### src/rtl/joy_pkg.sv
// Shared constants, FSM states and slot-to-bit table
// for the serial joystick scanner.
package joy_pkg;

  localparam int JOY_SLOTS      = 26;
  localparam int JOY_FIRST_DATA = 2;
  localparam int JOY_W          = 12;

  typedef enum logic [1:0] {
    IDLE   = 2'd0,
    LOAD   = 2'd1,
    SHIFT  = 2'd2,
    COMMIT = 2'd3
  } joy_state_e;

  // p2: 0 = player 1 word, 1 = player 2 word
  typedef struct packed {
    logic       p2;
    logic [3:0] idx;
  } joy_map_t;

  function automatic joy_map_t joy_map(input logic [4:0] slot);
    joy_map_t m;
    m = {1'b0, 4'd0};
    case (slot)
      5'd2:  m = {1'b0, 4'd8};
      5'd3:  m = {1'b0, 4'd6};
      5'd4:  m = {1'b0, 4'd5};
      5'd5:  m = {1'b0, 4'd4};
      5'd6:  m = {1'b0, 4'd3};
      5'd7:  m = {1'b0, 4'd2};
      5'd8:  m = {1'b0, 4'd1};
      5'd9:  m = {1'b0, 4'd0};
      5'd10: m = {1'b1, 4'd8};
      5'd11: m = {1'b1, 4'd6};
      5'd12: m = {1'b1, 4'd5};
      5'd13: m = {1'b1, 4'd4};
      5'd14: m = {1'b1, 4'd3};
      5'd15: m = {1'b1, 4'd2};
      5'd16: m = {1'b1, 4'd1};
      5'd17: m = {1'b1, 4'd0};
      5'd18: m = {1'b1, 4'd10};
      5'd19: m = {1'b1, 4'd11};
      5'd20: m = {1'b1, 4'd9};
      5'd21: m = {1'b1, 4'd7};
      5'd22: m = {1'b0, 4'd10};
      5'd23: m = {1'b0, 4'd11};
      5'd24: m = {1'b0, 4'd9};
      5'd25: m = {1'b0, 4'd7};
      default: m = {1'b0, 4'd0};
    endcase
    return m;
  endfunction

endpackage

### src/rtl/joy_clkgen.sv
// Shift-clock divider: toggles joy_clk every DIV clks
// and flags which edge each terminal count produces.
module joy_clkgen #(
  parameter int DIV = 16
) (
  input  logic clk,
  input  logic rst_n,
  input  logic i_clr,
  input  logic i_run,
  output logic o_joy_clk,
  output logic o_rise,
  output logic o_fall
);

  localparam logic [7:0] LAST = 8'(DIV - 1);

  logic [7:0] r_cnt;
  logic       r_clk;
  logic       w_tick;

  assign w_tick    = i_run && (r_cnt == LAST);
  assign o_rise    = w_tick && !r_clk;
  assign o_fall    = w_tick && r_clk;
  assign o_joy_clk = r_clk;

  always_ff @(posedge clk or negedge rst_n) begin
    if (!rst_n) begin
      r_cnt <= '0;
      r_clk <= 1'b0;
    end else if (i_clr || !i_run) begin
      r_cnt <= '0;
      r_clk <= 1'b0;
    end else begin
      r_cnt <= w_tick ? 8'd0 : r_cnt + 8'd1;
      if (w_tick) r_clk <= ~r_clk;
    end
  end

endmodule

### src/rtl/joy_scan_ctrl.sv
// Joystick shift-register scanner: loads, shifts 26 slots,
// debounces whole frames and publishes both words atomically.
module joy_scan_ctrl
  import joy_pkg::*;
#(
  parameter int DIV      = 16,
  parameter int DEBOUNCE = 2
) (
  input  logic             clk,
  input  logic             reset_n,
  input  logic             enable,
  input  logic             joy_data,
  output logic             joy_clk,
  output logic             joy_load,
  output logic [JOY_W-1:0] joystick1,
  output logic [JOY_W-1:0] joystick2,
  output logic             frame_done,
  output logic             update
);

  localparam logic [2:0] DB    = 3'(DEBOUNCE);
  localparam logic [4:0] LAST  = 5'(JOY_SLOTS - 1);
  localparam logic [4:0] FIRST = 5'(JOY_FIRST_DATA);

  joy_state_e         r_state;
  logic [4:0]         r_slot;
  logic [JOY_W-1:0]   r_s1;
  logic [JOY_W-1:0]   r_s2;
  logic [2*JOY_W-1:0] r_prev;
  logic [2:0]         r_mcnt;

  logic               w_run;
  logic               w_clr;
  logic               w_rise;
  logic               w_fall;
  joy_map_t           w_map;
  logic [2*JOY_W-1:0] w_frame;
  logic               w_same;
  logic [2:0]         w_mnext;
  logic               w_pub;

  assign w_run = (r_state != IDLE);
  assign w_clr = enable &&
                 (r_state == IDLE || r_state == COMMIT);

  joy_clkgen #(.DIV(DIV)) u_clkgen (
    .clk       (clk),
    .rst_n     (reset_n),
    .i_clr     (w_clr),
    .i_run     (w_run),
    .o_joy_clk (joy_clk),
    .o_rise    (w_rise),
    .o_fall    (w_fall)
  );

  assign joy_load = (r_state != LOAD);
  assign w_map    = joy_map(r_slot);
  assign w_frame  = {r_s2, r_s1};
  assign w_same   = (w_frame == r_prev);

  // Run length of identical frames, saturating at DEBOUNCE
  always_comb begin
    w_mnext = 3'd1;
    if (w_same)
      w_mnext = (r_mcnt >= DB) ? DB : r_mcnt + 3'd1;
  end

  assign w_pub = (w_mnext == DB) &&
                 (w_frame != {joystick2, joystick1});

  always_ff @(posedge clk or negedge reset_n) begin
    if (!reset_n) begin
      r_state    <= IDLE;
      r_slot     <= '0;
      r_s1       <= '1;
      r_s2       <= '1;
      r_prev     <= '1;
      r_mcnt     <= '0;
      joystick1  <= '1;
      joystick2  <= '1;
      frame_done <= 1'b0;
      update     <= 1'b0;
    end else begin
      frame_done <= 1'b0;
      update     <= 1'b0;
      unique case (r_state)
        IDLE: begin
          if (enable) begin
            r_state <= LOAD;
            r_slot  <= '0;
          end
        end
        LOAD: begin
          r_s1 <= '1;
          r_s2 <= '1;
          if (w_fall) begin
            r_slot  <= 5'd1;
            r_state <= SHIFT;
          end
        end
        SHIFT: begin
          if (w_rise && r_slot >= FIRST) begin
            if (w_map.p2) r_s2[w_map.idx] <= joy_data;
            else          r_s1[w_map.idx] <= joy_data;
          end
          if (w_fall) begin
            if (r_slot == LAST) begin
              r_slot  <= '0;
              r_state <= COMMIT;
            end else begin
              r_slot <= r_slot + 5'd1;
            end
          end
        end
        COMMIT: begin
          frame_done <= 1'b1;
          r_prev     <= w_frame;
          r_mcnt     <= w_mnext;
          if (w_pub) begin
            joystick1 <= r_s1;
            joystick2 <= r_s2;
            update    <= 1'b1;
          end
          r_state <= enable ? LOAD : IDLE;
        end
        default: r_state <= IDLE;
      endcase
    end
  end

endmodule

### config.mk
export PLATFORM = sky130hd
export DESIGN_NAME = joy_scan_ctrl
export DESIGN_NICKNAME = d
export VERILOG_FILES = /design/src/rtl/joy_pkg.sv /design/src/rtl/joy_clkgen.sv /design/src/rtl/joy_scan_ctrl.sv
export SDC_FILE = /design/constraint.sdc
export NUM_CORES = 1
export LEC_CHECK = 0
export ABC_AREA = 1
export ABC_CLOCK_PERIOD_IN_PS = 4600
export CAP_MARGIN = 25
export CORE_MARGIN = 3
export CORE_UTILIZATION = 45
export CTS_BUF_LIST = sky130_fd_sc_hd__clkbuf_4
export CTS_CLUSTER_SIZE = 28
export DETAILED_ROUTE_END_ITERATION = 8
export PLACE_DENSITY = 0.63
export RECOVER_POWER = 100
export SKIP_LAST_GASP = 1
export SYNTH_ARGS = -nofsm -noshare
export SYNTH_HDL_FRONTEND = slang
export SYNTH_SLANG_ARGS = --single-unit
### constraint.sdc
create_clock -name clk -period 4.6 [get_ports clk]
set_input_delay 0.92 -clock clk [delete_from_list [all_inputs] [get_ports clk]]
set_output_delay 0.92 -clock clk [all_outputs]
set_load 0.01 [all_outputs]
==> flow_summary.toml <==
[cells_and_area]
drive_gt1_share_pct = 12.7
mostFrequentLayoutCells = "nand2_1, inv_1, dfstp_2"
stdcell_count = 959
num-nets-final = 827
final_common_cell = "nand2_1"
insertedDiodeCount = 0
syn_to_final_growth_pct = 9.36

[setup_path]
end_kind = "flip-flop"
slowest_stage = "nand3_1"
cpMostUsedCell = "nand2_1"
worst-path-max-fanout = 26
arrival_ps = 3860
cp.depth = 11
critical-path-top-delay-family = "simple AND/OR/NAND/NOR gates"
cp.required_ps = 5010
reg2reg_depth = 11
start_kind = "flip-flop"
critPathBufInv = 1
critical-path-max-stage-delay_ps = 950
critical_path_class = "flip-flop to flip-flop"
cp_cell_sequence = "inv_2 > nand2_1 > nand2_1 > nor2_1 > nand2_1 > nor2_1 > nand3_1 > nor2_8 > nand3_1 > nand2_1 > nand2_1"

[route]
top_layer = "met4"
drtPass1Iterations = 5
via_per_inst = 4.96
met2WireLength_um = 5990
drt_wl_total_um = 12800
drc = 0
final_antenna_net_count = 0
dr_wl_met3_um = 390
wl_per_cell_um = 13.3
num_vias = 4753
met1_length_um = 6090
first_iter_violations = 324

[clock_network]
cts.clk_slew.worst_paths_ps = 140
htreeDepth = 3
ctsRootBufferMaster = "clkbuf_4"
cts_buffer_depth = 2
cts_setup_buffers = 0
cts_made_buffers = 9
ctsHoldBuffers = 0
cts_sinks = 93
clk_latency_ps = 470
cts_tree = "yes"
post_cts_resized = 0

[placement]
dp.cells = 943
dp_hpwl_um = 9330
io_buffer_count = 31
place.gp.congestion = 0.891

[floorplan]
io_pins = 32
die_w_um = 116
design.core.area_mm2 = 0.0116
dieHeight_um = 116
placement_rows = 39
dieArea_mm2 = 0.0135
start_util_pct = 47.0

[sta]
fin_setup_tns_ps = 0
fin_crit_ps = 3450
hold_viol = 0
rsz0062_at_grt = "no"
drv_slew = 51
tightest_slew_ps = 1990
finalSetupViolations = 0
fin_crit_sh_pct = 75.0
worst_slew_margin_rel_pct = -32.8
skew_ps = 18.7
max_freq_ghz = 0.290
holdWs_ps = 466

[global_routing]
grt-ovfl-total = 0
grt_max_degree = 69
grt_pass1_wl_um = 21600
grt_usage_pct = 20.4
antenna_found_initial = 0
grt_pass1_vias = 4552

[power]
max-vdd-ir-drop_mv = 0.339
cellLeakagePower_nw = 2.98
p_per_area_mw_per_mm2 = 580

[logic_synthesis]
yosysSeqAreaShare_pct = 44.3
synth_cell_types = 29
synth_top_area_cell = "dfstp_2"
synthCells = 783
ys_ff_latch = 93
syn_area_mm2 = 0.00546
syn_avg_cell_area_um2 = 6.97
synth_top_cells_by_area = "dfstp_2, nand2_1, dfrtp_1, inv_1, nand3_1"
synth_warnings = 0
synth_top_area_share_pct = 34.7
synth_fp_nets = 799

[min_path]
hold_depth = 1
holdCritPathClass = "flip-flop to flip-flop"

[flow_run]
max_cap_violations = 1

[outcome]
violations = "max-capacitance violations, max-slew violations"
status = "finished, violations left"
-- metal layers --
layer | global-route usage (%) | vias up
met5 | 0 | -
met4 | 7.04 | 0
met3 | 2.95 | 20
met2 | 34.1 | 83
met1 | 27.1 | 2189
li1 | - | 2461
-- path summary, 6_finish.rpt --
check / startpoint / to / slack [ps]
setup / recovery: r_s2[2] / joystick2[0] / 1150
hold / removal: u_clkgen.r_cnt[0] / u_clkgen.r_cnt[0] / 470
hold reg to reg: u_clkgen.r_cnt[0] / u_clkgen.r_cnt[0] / 470
setup reg to reg: r_s2[2] / joystick2[0] / 1150
max in group asynchronous: reset_n / joystick1[5] / 2480
min in group asynchronous: reset_n / update / 530
-- kinds of logic (layout without fill, tap and decap cells) --
kind of cell | count (synthesis) | count (layout) | share of synthesized area (%)
simple gates | 477 | 477 | 36.2
buf+inv | 123 | 156 | 9.06
compound gates | 72 | 72 | 6.70
fa+ha+maj | 12 | 12 | 2.75
xor+xnor | 6 | 6 | 0.963
flops | 93 | 93 | 44.3
-- cell type report --
type	instances	area, um2
clock buffer	10	75.1
clock inverter	6	53.8
fill	1157	5650
inverter	106	398
multi-input combinational	567	2500
sequential	93	2420
tap	143	179
timing repair buffer	34	343
-- cell usage after synthesis, drive strengths merged --
master and count:
nand2 341, inv 103, dfstp 72, nor2 64
o21ai 61, nand3 58, dfrtp 21, ha 12
a21oi 10, buf 10, clkbuf 7, nand4 5
xor2 5, nor3 4, clkinv 3, nor3b 3
and3 2, a31oi 1, xnor2 1
-- sequential cells by signal, summed over array words and instances (netlist names) --
signal	cells
r_prev	24
joystick1	12
joystick2	12
r_s1	12
r_s2	12
u_clkgen.r_cnt	8
r_slot	5
r_mcnt	3
r_state	2
frame_done	1
u_clkgen.o_joy_clk	1
update	1
-- per-stage QoR --
stage / worst slack, ps / power, W / utilization (%) / area (um2)
4_1_cts: 1890 / 0.00352 / 51.8 / 6020
5_1_grt: 864 / 0.00384 / 51.4 / 5970
3_5_place_dp: 2010 / 0.00307 / 50.7 / 5890
3_3_place_gp: 2030 / 0.00302 / 50.5 / 5860
2_1_floorplan: 2790 / 0.00264 / - / 5460
6_report: 1150 / 0.00346 / 51.4 / 5970
-- power by group --
part           switching [W]  internal [W]  total (W)
combinational       0.000990      0.000493    0.00148
clock               0.000279      0.000166   0.000445
sequential          0.000293       0.00124    0.00154
(Power assumes the default switching activity.)
